### src/rtl/led_chaser_array.sv
// NCH independent LED chaser channels (rotate left/right, bounce, bar-fill) sharing one tick prescaler.
// Optional build macro CHASE_STAGGER_EN: channel k loads its init pattern advanced by k steps.
module led_chaser_array #(
    parameter int unsigned NCH      = 3,
    parameter int unsigned LED_W    = 8,
    parameter int unsigned TICK_DIV = 12000000,
    parameter int unsigned CNT_W    = 24
) (
    input  logic                   clk,
    input  logic                   rst,
    input  logic [2*NCH-1:0]       sel,
    input  logic [NCH-1:0]         en,
    output logic [NCH*LED_W-1:0]   led,
    output logic                   tick
);

    typedef enum logic [1:0] {
        MODE_ROTL   = 2'b00,
        MODE_ROTR   = 2'b01,
        MODE_BOUNCE = 2'b10,
        MODE_BAR    = 2'b11
    } mode_e;

    localparam logic [CNT_W-1:0] CNT_LAST = CNT_W'(TICK_DIV - 1);
    localparam logic [LED_W-1:0] ONE_LSB  = LED_W'(1);
    localparam logic [LED_W-1:0] ONE_MSB  = {1'b1, {(LED_W-1){1'b0}}};

    logic [CNT_W-1:0] cnt;

    // Shared prescaler; tick is high for the cycle after the counter's last value.
    always_ff @(posedge clk) begin
        if (rst) begin
            cnt  <= '0;
            tick <= 1'b0;
        end else begin
            tick <= (cnt == CNT_LAST);
            cnt  <= (cnt == CNT_LAST) ? '0 : cnt + CNT_W'(1);
        end
    end

    // One pattern step; state is packed as {dir, pat}.
    function automatic logic [LED_W:0] step_state(input mode_e m, input logic [LED_W:0] s);
        logic [LED_W-1:0] p;
        logic             d;
        logic [LED_W-1:0] np;
        logic             nd;
        p  = s[LED_W-1:0];
        d  = s[LED_W];
        np = p;
        nd = d;
        case (m)
            MODE_ROTL:   np = {p[LED_W-2:0], p[LED_W-1]};
            MODE_ROTR:   np = {p[0], p[LED_W-1:1]};
            MODE_BOUNCE: begin
                nd = p[LED_W-1] ? 1'b0 : (p[0] ? 1'b1 : d);
                np = nd ? (p << 1) : (p >> 1);
            end
            MODE_BAR:    np = (&p) ? '0 : {p[LED_W-2:0], 1'b1};
            default:     np = p;
        endcase
        return {nd, np};
    endfunction

    // Initial state of a mode, optionally advanced by a fixed number of steps.
    function automatic logic [LED_W:0] init_state(input mode_e m, input int unsigned adv);
        logic [LED_W:0] s;
        case (m)
            MODE_ROTL:   s = {1'b1, ONE_LSB};
            MODE_ROTR:   s = {1'b1, ONE_MSB};
            MODE_BOUNCE: s = {1'b1, ONE_LSB};
            default:     s = {1'b1, {LED_W{1'b0}}};
        endcase
        for (int unsigned i = 0; i < adv; i++) begin
            s = step_state(m, s);
        end
        return s;
    endfunction

    for (genvar k = 0; k < int'(NCH); k++) begin : g_ch
`ifdef CHASE_STAGGER_EN
        localparam int unsigned ADV = k;
`else
        localparam int unsigned ADV = 0;
`endif
        mode_e            mode_q;
        mode_e            sel_k;
        logic [LED_W-1:0] pat;
        logic             dir;
        logic [LED_W:0]   init_s;
        logic [LED_W:0]   step_s;

        assign sel_k  = mode_e'(sel[2*k +: 2]);
        assign init_s = init_state(sel_k, ADV);
        assign step_s = step_state(mode_q, {dir, pat});

        // A mode change reloads the init pattern and wins over a coincident step.
        always_ff @(posedge clk) begin
            mode_q <= sel_k;
            if (rst || (sel_k != mode_q)) begin
                {dir, pat} <= init_s;
            end else if (tick && en[k]) begin
                {dir, pat} <= step_s;
            end
        end

        assign led[k*LED_W +: LED_W] = pat;
    end

endmodule

### config.mk
export PLATFORM = sky130hd
export DESIGN_NAME = led_chaser_array
export DESIGN_NICKNAME = d
export VERILOG_FILES = /design/src/rtl/led_chaser_array.sv
export SDC_FILE = /design/constraint.sdc
export NUM_CORES = 1
export LEC_CHECK = 0
export BUFFER_PORTS_ARGS = -buffer_cell sky130_fd_sc_hd__buf_2
export CAP_MARGIN = 20
export CORE_MARGIN = 3
export CORE_UTILIZATION = 50
export DETAILED_ROUTE_END_ITERATION = 8
export PLACE_DENSITY_LB_ADDON = 0.08
export SLEW_MARGIN = 30
export SYNTH_ARGS = -nofsm -noshare
export SYNTH_HDL_FRONTEND = slang
export SYNTH_SLANG_ARGS = --single-unit
### constraint.sdc
create_clock -name clk -period 2.9 [get_ports clk]
set_input_delay 0.145 -clock clk [delete_from_list [all_inputs] [get_ports clk]]
set_output_delay 0.145 -clock clk [all_outputs]
set_load 0.03 [all_outputs]
== Yosys cells after proc, flatten, opt, wreduce, memory -nomap -nowiden ==
Cells that the tools add are included.
Storage, ports and cells
  register bits: 58
  output and inout bits: 25
  input bits: 11
  word-level logic and storage cells: 92
Operators by class
  reductions and logical operators: 28
  multiplexer cells: 33
  eq/ne operators: 19
  $add $sub $neg: 1
Operator list (number)
  $mux 8: 12
  $pmux 8 s4: 3
  $pmux 8 s2: 3
  $add 24x1->24 const B: 1
  $eq 24x24->1 const B: 1
  $reduce_and 8->1: 3
  $eq 2x2->1 const B: 9
  $mux 1: 15
  $eq 2x1->1 const B: 6
  $logic_not 2->1: 6
  $reduce_bool 2->1: 6
  $reduce_or 2->1: 4
  $ne 2x2->1: 3
  $reduce_and 2->1: 3
  $logic_and 1x1->1: 3
  $logic_or 1x1->1: 3

== Logic depth before layout (Yosys ltp) ==
Gate-level depths: netlist of run 1.
  depth in word-level cells: 6
  gate-level depth with buffers: 6
  mapped depth without buffers: 5

== Worst setup path before layout of run 1 ==
Ideal clock, no wire load.
  path kind: register to register
  start point: reg cnt[0]
  end point: reg cnt[18]
  path buffers: 1
  setup slack: 0.851 ns
  cell stages (with the launch flop): 7
  library setup time: 0.070 ns
  data arrival time: 1.979 ns
  data required time: 2.830 ns
  period minus slack after synthesis: 2.049 ns
  cell sequence: dfxtp_1 > ha_1 > nand3_1 > or4_1 > buf_2 > or4_1 > a21oi_1
Between the ends
  cells in the longest elaborated chain, start to end: 2
  elaborated cells on any way between the ends: 3
  classes of those cells: add/sub (1); eq/ne (1); reduce/logical (1)
Ends and longest elaborated chain
  from (decl): RTL line 28  | logic [CNT_W-1:0] cnt;
  from (signal assigned): RTL line 37  | cnt <= (cnt == CNT_LAST) ? '0 : cnt + CNT_W'(1);
  branches (longest 2 deep; another with $add 24x1->24)
Parallel ways; which one is timed is not known.
A chain may end at the register's enable or synchronous reset.

== Worst setup path in the final report of run 1 ==
Same ends and word-level chain as after synthesis.

==> results.ini, run 1 <==
[synthesis]
synth_area_um2 = 2870
synth_cell_types = 43
synth_most_common_cell = dfxtp_1
synth.area.top_cells = edfxtp_1, dfxtp_1, a22o_1
syn-num-nets = 298
synth-edff-count = 27
async_flop_share_pct = 0
syn_area_per_cell_um2 = 10.04
synth-seq-area-share_pct = 49.87
synth_area_leader_cell = edfxtp_1
ys_warn_count = 0
synth-seq-cells = 58
syn_inst = 286
synth_flop_cell = dfxtp_1
yosys-top-cells-count = dfxtp_1, nand2_1, edfxtp_1
synth_top_area_share_pct = 28.25

[pwr]
sequentialPowerShare_pct = 51.2
clock_power_share_pct = 37.0
leakagePower_uw = 0.001242
p_switching_uw = 499.7
combinationalPowerShare_pct = 11.8
intPower_uw = 1370
power.density_nw_per_um2 = 557.2
vdd_drop_max_v = 0.0003061
swShare_pct = 26.73

[grt]
grt.total_usage_pct = 20.02
grt_max_degree = 23
antenna_found_initial = 0
grt_pass1_vias = 2227
grt_first_pass_wirelength_um = 10240
overflow = 0

[clock_network]
clkSinkCount = 58
h-tree-depth = 3
clockBufferDepth = 2
clock_latency_ns = 0.34
cts_tree = done
numCtsBuffers = 9
clk_pin_slew_ns = 0.06
cts_root_buffer = clkbuf_8

[placed_design]
dp_worst_setup_slack_ns = 0.6950
dp_hpwl_um = 4223
placed_area_um2 = 3117
gp_congestion = 0.7972
dpl.cell_count = 385
numPortBuffers = 35

[layout]
antenna_cells = 0
drive_gt1_share_pct = 17.21
area_delta_synth_final_pct = 16.91
multiInputGateArea_um2 = 1359
fillCellCount = 463
regArea_um2 = 1431
instances_no_fill = 407
nets = 344
final_area_um2 = 3356

[timing]
fin_crit_sh_pct = 76.98
setup_viol = 0
fmax_ghz = 0.4480
slew_headroom_pct = 49.13
tightest_slew_ns = 0.7561
finalSetupTns_ns = 0
hold_viol = 0
fin_ws_ns = 0.6677
skew_ns = 0.008217
fin_crit_ns = 2.232
hold-worst-slack_ns = 0.1224
slew_violations = 0
rsz0062_at_grt = false

[min_path]
hold_path_class = input port to register

[drt]
ant_nets = 0
firstDrtPassIters = 4
wl_per_cell_um = 15.26
via_per_inst = 5.862
vias = 2386
drt_iter0_markers = 103
routed_wl_um = 6211
post-route-drc-count = 0

[floorplanning]
die_h_um = 81.77
initial_core_util_pct = 53.80
coreArea_um2 = 5335
fp-row-count = 26
io_pins = 36
die_w_um = 81.77
dieArea_um2 = 6686

[worst_setup_path]
critPathKind = register to register
cp_num_buf_inv = 0
worstPathArrival_ns = 2.49
cpPeakStageDelay_ns = 0.72
worst_setup_path_end_kind = register
crit_family = simple AND/OR/NAND/NOR gates
crit_chain = ha_1 > nand3_1 > or4_1 > or4_1 > a21oi_1
critPathSlowestCell = or4_1
cp_max_fo = 10
critPathRequiredTime_ns = 3.16
cpMostUsedCell = or4_1
startpoint_type = register

[run]
drv_cap = 0

[run_status]
status = completed

[repair_timing]
action / 4_1_cts / 5_1_grt
hold buffers: 6 / 0
gates resized for setup: 0 / 0
setup buffers: 0 / 0
endpoints found under the hold margin: 6 / 0
[flip-flops by register name, indices dropped and copies added (netlist names)]
| register | cells |
|---|---|
| cnt | 24 |
| tick | 1 |
| g_ch.dir | 3 |
| g_ch.pat | 24 |
| g_ch.mode_q | 6 |
[worst paths after layout]
path / startpoint / end / slack (ns) / depth (start not counted)
setup / recovery: cnt[0] / cnt[18] / 0.67 / 5
setup reg to reg: cnt[0] / cnt[18] / 0.67 / 5
hold reg to reg: cnt[0] / cnt[0] / 0.48 / 1
hold / removal: rst / tick / 0.12 / 2
[through the flow]
step / utilization (%) / power [uW]
floorplan: - / 1113
detailed placement: 58.42 / 1188
global placement: 58.42 / 1184
global route: 62.90 / 1951
finish: 62.90 / 1870
CTS: 62.90 / 1893
[kinds of logic (layout without fill, tap and decap cells)]
group	Yosys count	after routing	synth area share [%]
and+or+nand+nor	102	102	19.83
adders and majority gates	1	1	0.4359
muxes	3	3	1.177
buffers and inverters	21	72	2.790
xor gates and xnor gates	18	18	5.493
AOI/OAI and AO/OA	83	83	20.40
DFF	58	58	49.87
[layout make-up]
| type | count | area share [%] |
|---|---|---|
| Sequential cell | 58 | 42.65 |
| Multi-Input combinational cell | 207 | 40.49 |
| Timing Repair Buffer | 43 | 7.457 |
| Clock buffer | 12 | 4.027 |
| Tap cell | 70 | 2.610 |
| Inverter | 13 | 1.454 |
| Clock inverter | 4 | 1.305 |
[power by group through the flow]
stage	clock, uW	sequential (uW)	combinational, uW
after floorplan	0	1010	98.0
after global placement	0	973	211
after detailed placement	0	973	215
after CTS	714	956	223
after global routing	747	964	241
final	691	958	221
[layer usage]
metal	share of wire [%]	up-vias	GRT usage, %
li1	-	1188	-
met1	46	1123	26.05
met2	47	61	30.37
met3	5.2	14	6.140
met4	1.7	0	9.468
met5	0	-	0
[cells in the final DEF, fill, tap and decap left out, types with 4 or more instances in the layout]
cell	instances
edfxtp_1	27
o21ai_0	10
xor2_1	10
and4_1	6
nor2_1	17
nand2_1	29
nand4b_1	4
xnor2_1	8
dfxtp_1	31
nor4_1	4
o21a_1	6
buf_2	35
a21oi_1	16
or4_1	4
nand3_1	13
clkbuf_8	9
a22o_1	15
dlygate4sd3_1	6
inv_1	13
o31ai_1	8
Power figures use the tool's default switching activity.
==> run 2: changes to the inputs <==
- ABC_AREA: not set -> 1
- clock period: 2.9 -> 2 ns (I/O delays scaled with it)
==> run 2 against run 1 <==
Core utilization is 1.6 points lower. Sequential cell count did not move. Sequential share of layout area shrank 7.1 points. Design area grew 20%. Hold slack improved by 0.057 ns. Sequential power increased by 45%. Cell count is 67% higher. Routed wire length is 32% higher. Largest cell class is now multi-input gates. Critical endpoint is now g_ch[1].pat[5]. Critical path depth is 3 higher. Die area up 21%. Total power up 47%. Combinational power up 120%.
==> results.ini, run 2 <==
[worst_setup_path]
worst_setup_path_end_kind = register
critPathKind = input port to register
critPathRequiredTime_ns = 2.02  ; -1.14 ns
critical_path.startpoint = sel[2]
worstPathArrival_ns = 1.80  ; -0.69 ns
cp_max_fo = 9  ; -1
startpoint_type = input port
reg2reg_from = g_ch[1].mode_q[0]

[synthesis]
synth-seq-area-share_pct = 40.71  ; -9.2 points
syn_area_per_cell_um2 = 6.634  ; -34%
synth_area_um2 = 3516  ; +22%
syn-num-nets = 542  ; +82%
synth_area_leader_cell = edfxtp_1
syn_inst = 530  ; +85%
synth_top_area_share_pct = 23.06  ; -5.2 points
synth-edff-count = 27  ; unchanged
synth_most_common_cell = nand2_1
synth_flop_cell = dfxtp_1
ys_warn_count = 0  ; unchanged
async_flop_share_pct = 0  ; unchanged
synth.area.top_cells = edfxtp_1, dfxtp_1, nand2_1
synth-seq-cells = 58  ; unchanged
synth_cell_types = 26  ; -40%
yosys-top-cells-count = nand2_1, nor2_1, nand3_1

[floorplanning]
io_pins = 36  ; unchanged
initial_core_util_pct = 53.53  ; -0.27 points
die_w_um = 89.86  ; +9.9%
die_h_um = 89.86  ; +9.9%
fp-row-count = 29  ; +12%
dieArea_um2 = 8074  ; +21%
coreArea_um2 = 6568  ; +23%

[run]
drv_cap = 0  ; unchanged

[pwr]
power.density_nw_per_um2 = 681.9  ; +22%
total_power_uw = 2746  ; +47%
leakagePower_uw = 0.001678  ; +35%
vdd_drop_max_v = 0.0004213  ; +38%

[layout]
multiInputGateArea_um2 = 1847  ; +36%
nets = 594  ; +73%
mostFrequentLayoutCells = nand2_1, nor2_1, nand3_1
final_common_cell = nand2_1
antenna_cells = 0  ; unchanged
instances_no_fill = 680  ; +67%
regArea_um2 = 1431  ; unchanged
area_delta_synth_final_pct = 14.56
drive_gt1_share_pct = 10.39  ; -6.8 points
fillCellCount = 626  ; +35%

[clock_network]
cts_root_buffer = clkbuf_8
clk_pin_slew_ns = 0.06  ; about the same
cts_tree = done
postCtsSetupBuffers = 0  ; unchanged
clockBufferDepth = 2  ; unchanged
h-tree-depth = 3  ; unchanged
clkSinkCount = 58  ; unchanged
numCtsBuffers = 9  ; unchanged
clock_latency_ns = 0.34  ; about the same

[grt]
grt_first_pass_wirelength_um = 14440  ; +41%
grt.total_usage_pct = 21.42  ; +1.4 points
overflow = 0  ; unchanged
grt_pass1_vias = 3172  ; +42%
antenna_found_initial = 0  ; unchanged
grt_max_degree = 25  ; +8.7%

[timing]
finalSetupTns_ns = 0  ; unchanged
fin_crit_sh_pct = 89.17
tightest_slew_ns = 0.5103  ; -0.2458 ns
fin_ws_ns = 0.2166  ; -0.4511 ns
slew_violations = 0  ; unchanged
fin_crit_ns = 1.783
rsz0062_at_grt = false
hold_viol = 0  ; unchanged
skew_ns = 0.006444  ; -0.001773 ns
slew_headroom_pct = 65.85  ; +17 points
fmax_ghz = 0.5607
hold-worst-slack_ns = 0.1792  ; +0.05676 ns
setup_viol = 0  ; unchanged

[min_path]
hold_path_class = input port to register
hp-start = en[0]

[drt]
routed_wl_um = 8226  ; +32%
vias = 3456  ; +45%
ant_nets = 0  ; unchanged
via_per_inst = 5.082  ; -13%
firstDrtPassIters = 4  ; unchanged
wl_per_cell_um = 12.10  ; -21%
drt_iter0_markers = 187  ; +82%
post-route-drc-count = 0  ; unchanged

[placed_design]
gp_congestion = 0.9087  ; +14%
dp_worst_setup_slack_ns = 0.2148  ; -0.4802 ns
numPortBuffers = 35  ; unchanged
dpl.cell_count = 657  ; +71%
dp_hpwl_um = 6001  ; +42%

[run_status]
status = completed

## run 2: cell count changes after synthesis, sizes merged, moves of 5 or more
| cell | before | now |
|---|---|---|
| o21a | 6 | 0 |
| a22o | 15 | 0 |
| nand4 | 4 | 12 |
| clkbuf | 7 | 0 |
| a21oi | 16 | 9 |
| o31ai | 8 | 3 |
| o21ai | 10 | 3 |
| inv | 13 | 60 |
| and4 | 7 | 0 |
| nand3 | 13 | 82 |
| nor2 | 17 | 116 |
| nand2 | 29 | 159 |
## run 2: stage by stage
stage,instance area (um2),utilization (%)
6_report,4028,61.33
5_1_grt,4028,61.33
4_1_cts,4025,61.29
3_5_place_dp,3800,57.86
3_3_place_gp,3800,57.86
2_1_floorplan,3516,-
## run 2: power by group
part / switching (uW) / internal, uW / leakage, uW
logic: 329 / 149 / 0.00104
clock network: 438 / 441 / 0.0000839
registers: 80.4 / 1310 / 0.000550
total: 847 / 1900 / 0.00168
## run 2: path summary, 6_finish.rpt
path	end	slack, ns	cells after the start
worst max-delay path	g_ch[1].pat[5]	0.22	8
worst min-delay path	g_ch[0].dir	0.18	3
worst max register to register	g_ch[1].pat[5]	0.26	6
worst min register to register	cnt[0]	0.45	1
## run 2: layout make-up
class	count	share of cell area (%)
multi-input cells	410	45.85
flip-flops and latches	58	35.54
repair buffers	43	6.275
inverters	60	5.592
clock buffers	12	3.355
well taps	93	2.889
clock inverters	4	0.4970
## run 2: timing repair
action                     CTS  global route
hold endpoints to repair     7             0
hold buffers                 7             0
setup endpoints to repair    0             8
gates resized for setup      0             1
## run 2: cells by family after synthesis
family,count (synthesis),synth area share [%]
buf+inv,62,6.832
flops,58,40.71
compound gates,17,2.775
simple gates,378,45.84
xor+xnor,14,3.488
fa+ha+maj,1,0.3558
## run 2: worst max-delay path, cell delays in order
cell and delay, ns:
dlygate4sd3_1 0.54, buf_2 0.14, inv_1 0.09, nor2_1 0.05, nor3_1 0.18, nand2_1 0.23, inv_1 0.20, nand2_1 0.26
## run 2: metal layers
metal	share of wire [%]	vias up	global-route usage, %
li1	-	1803	-
met1	48	1530	30.55
met2	43	113	32.39
met3	7.0	10	5.259
met4	1.2	0	5.995
met5	0	-	0
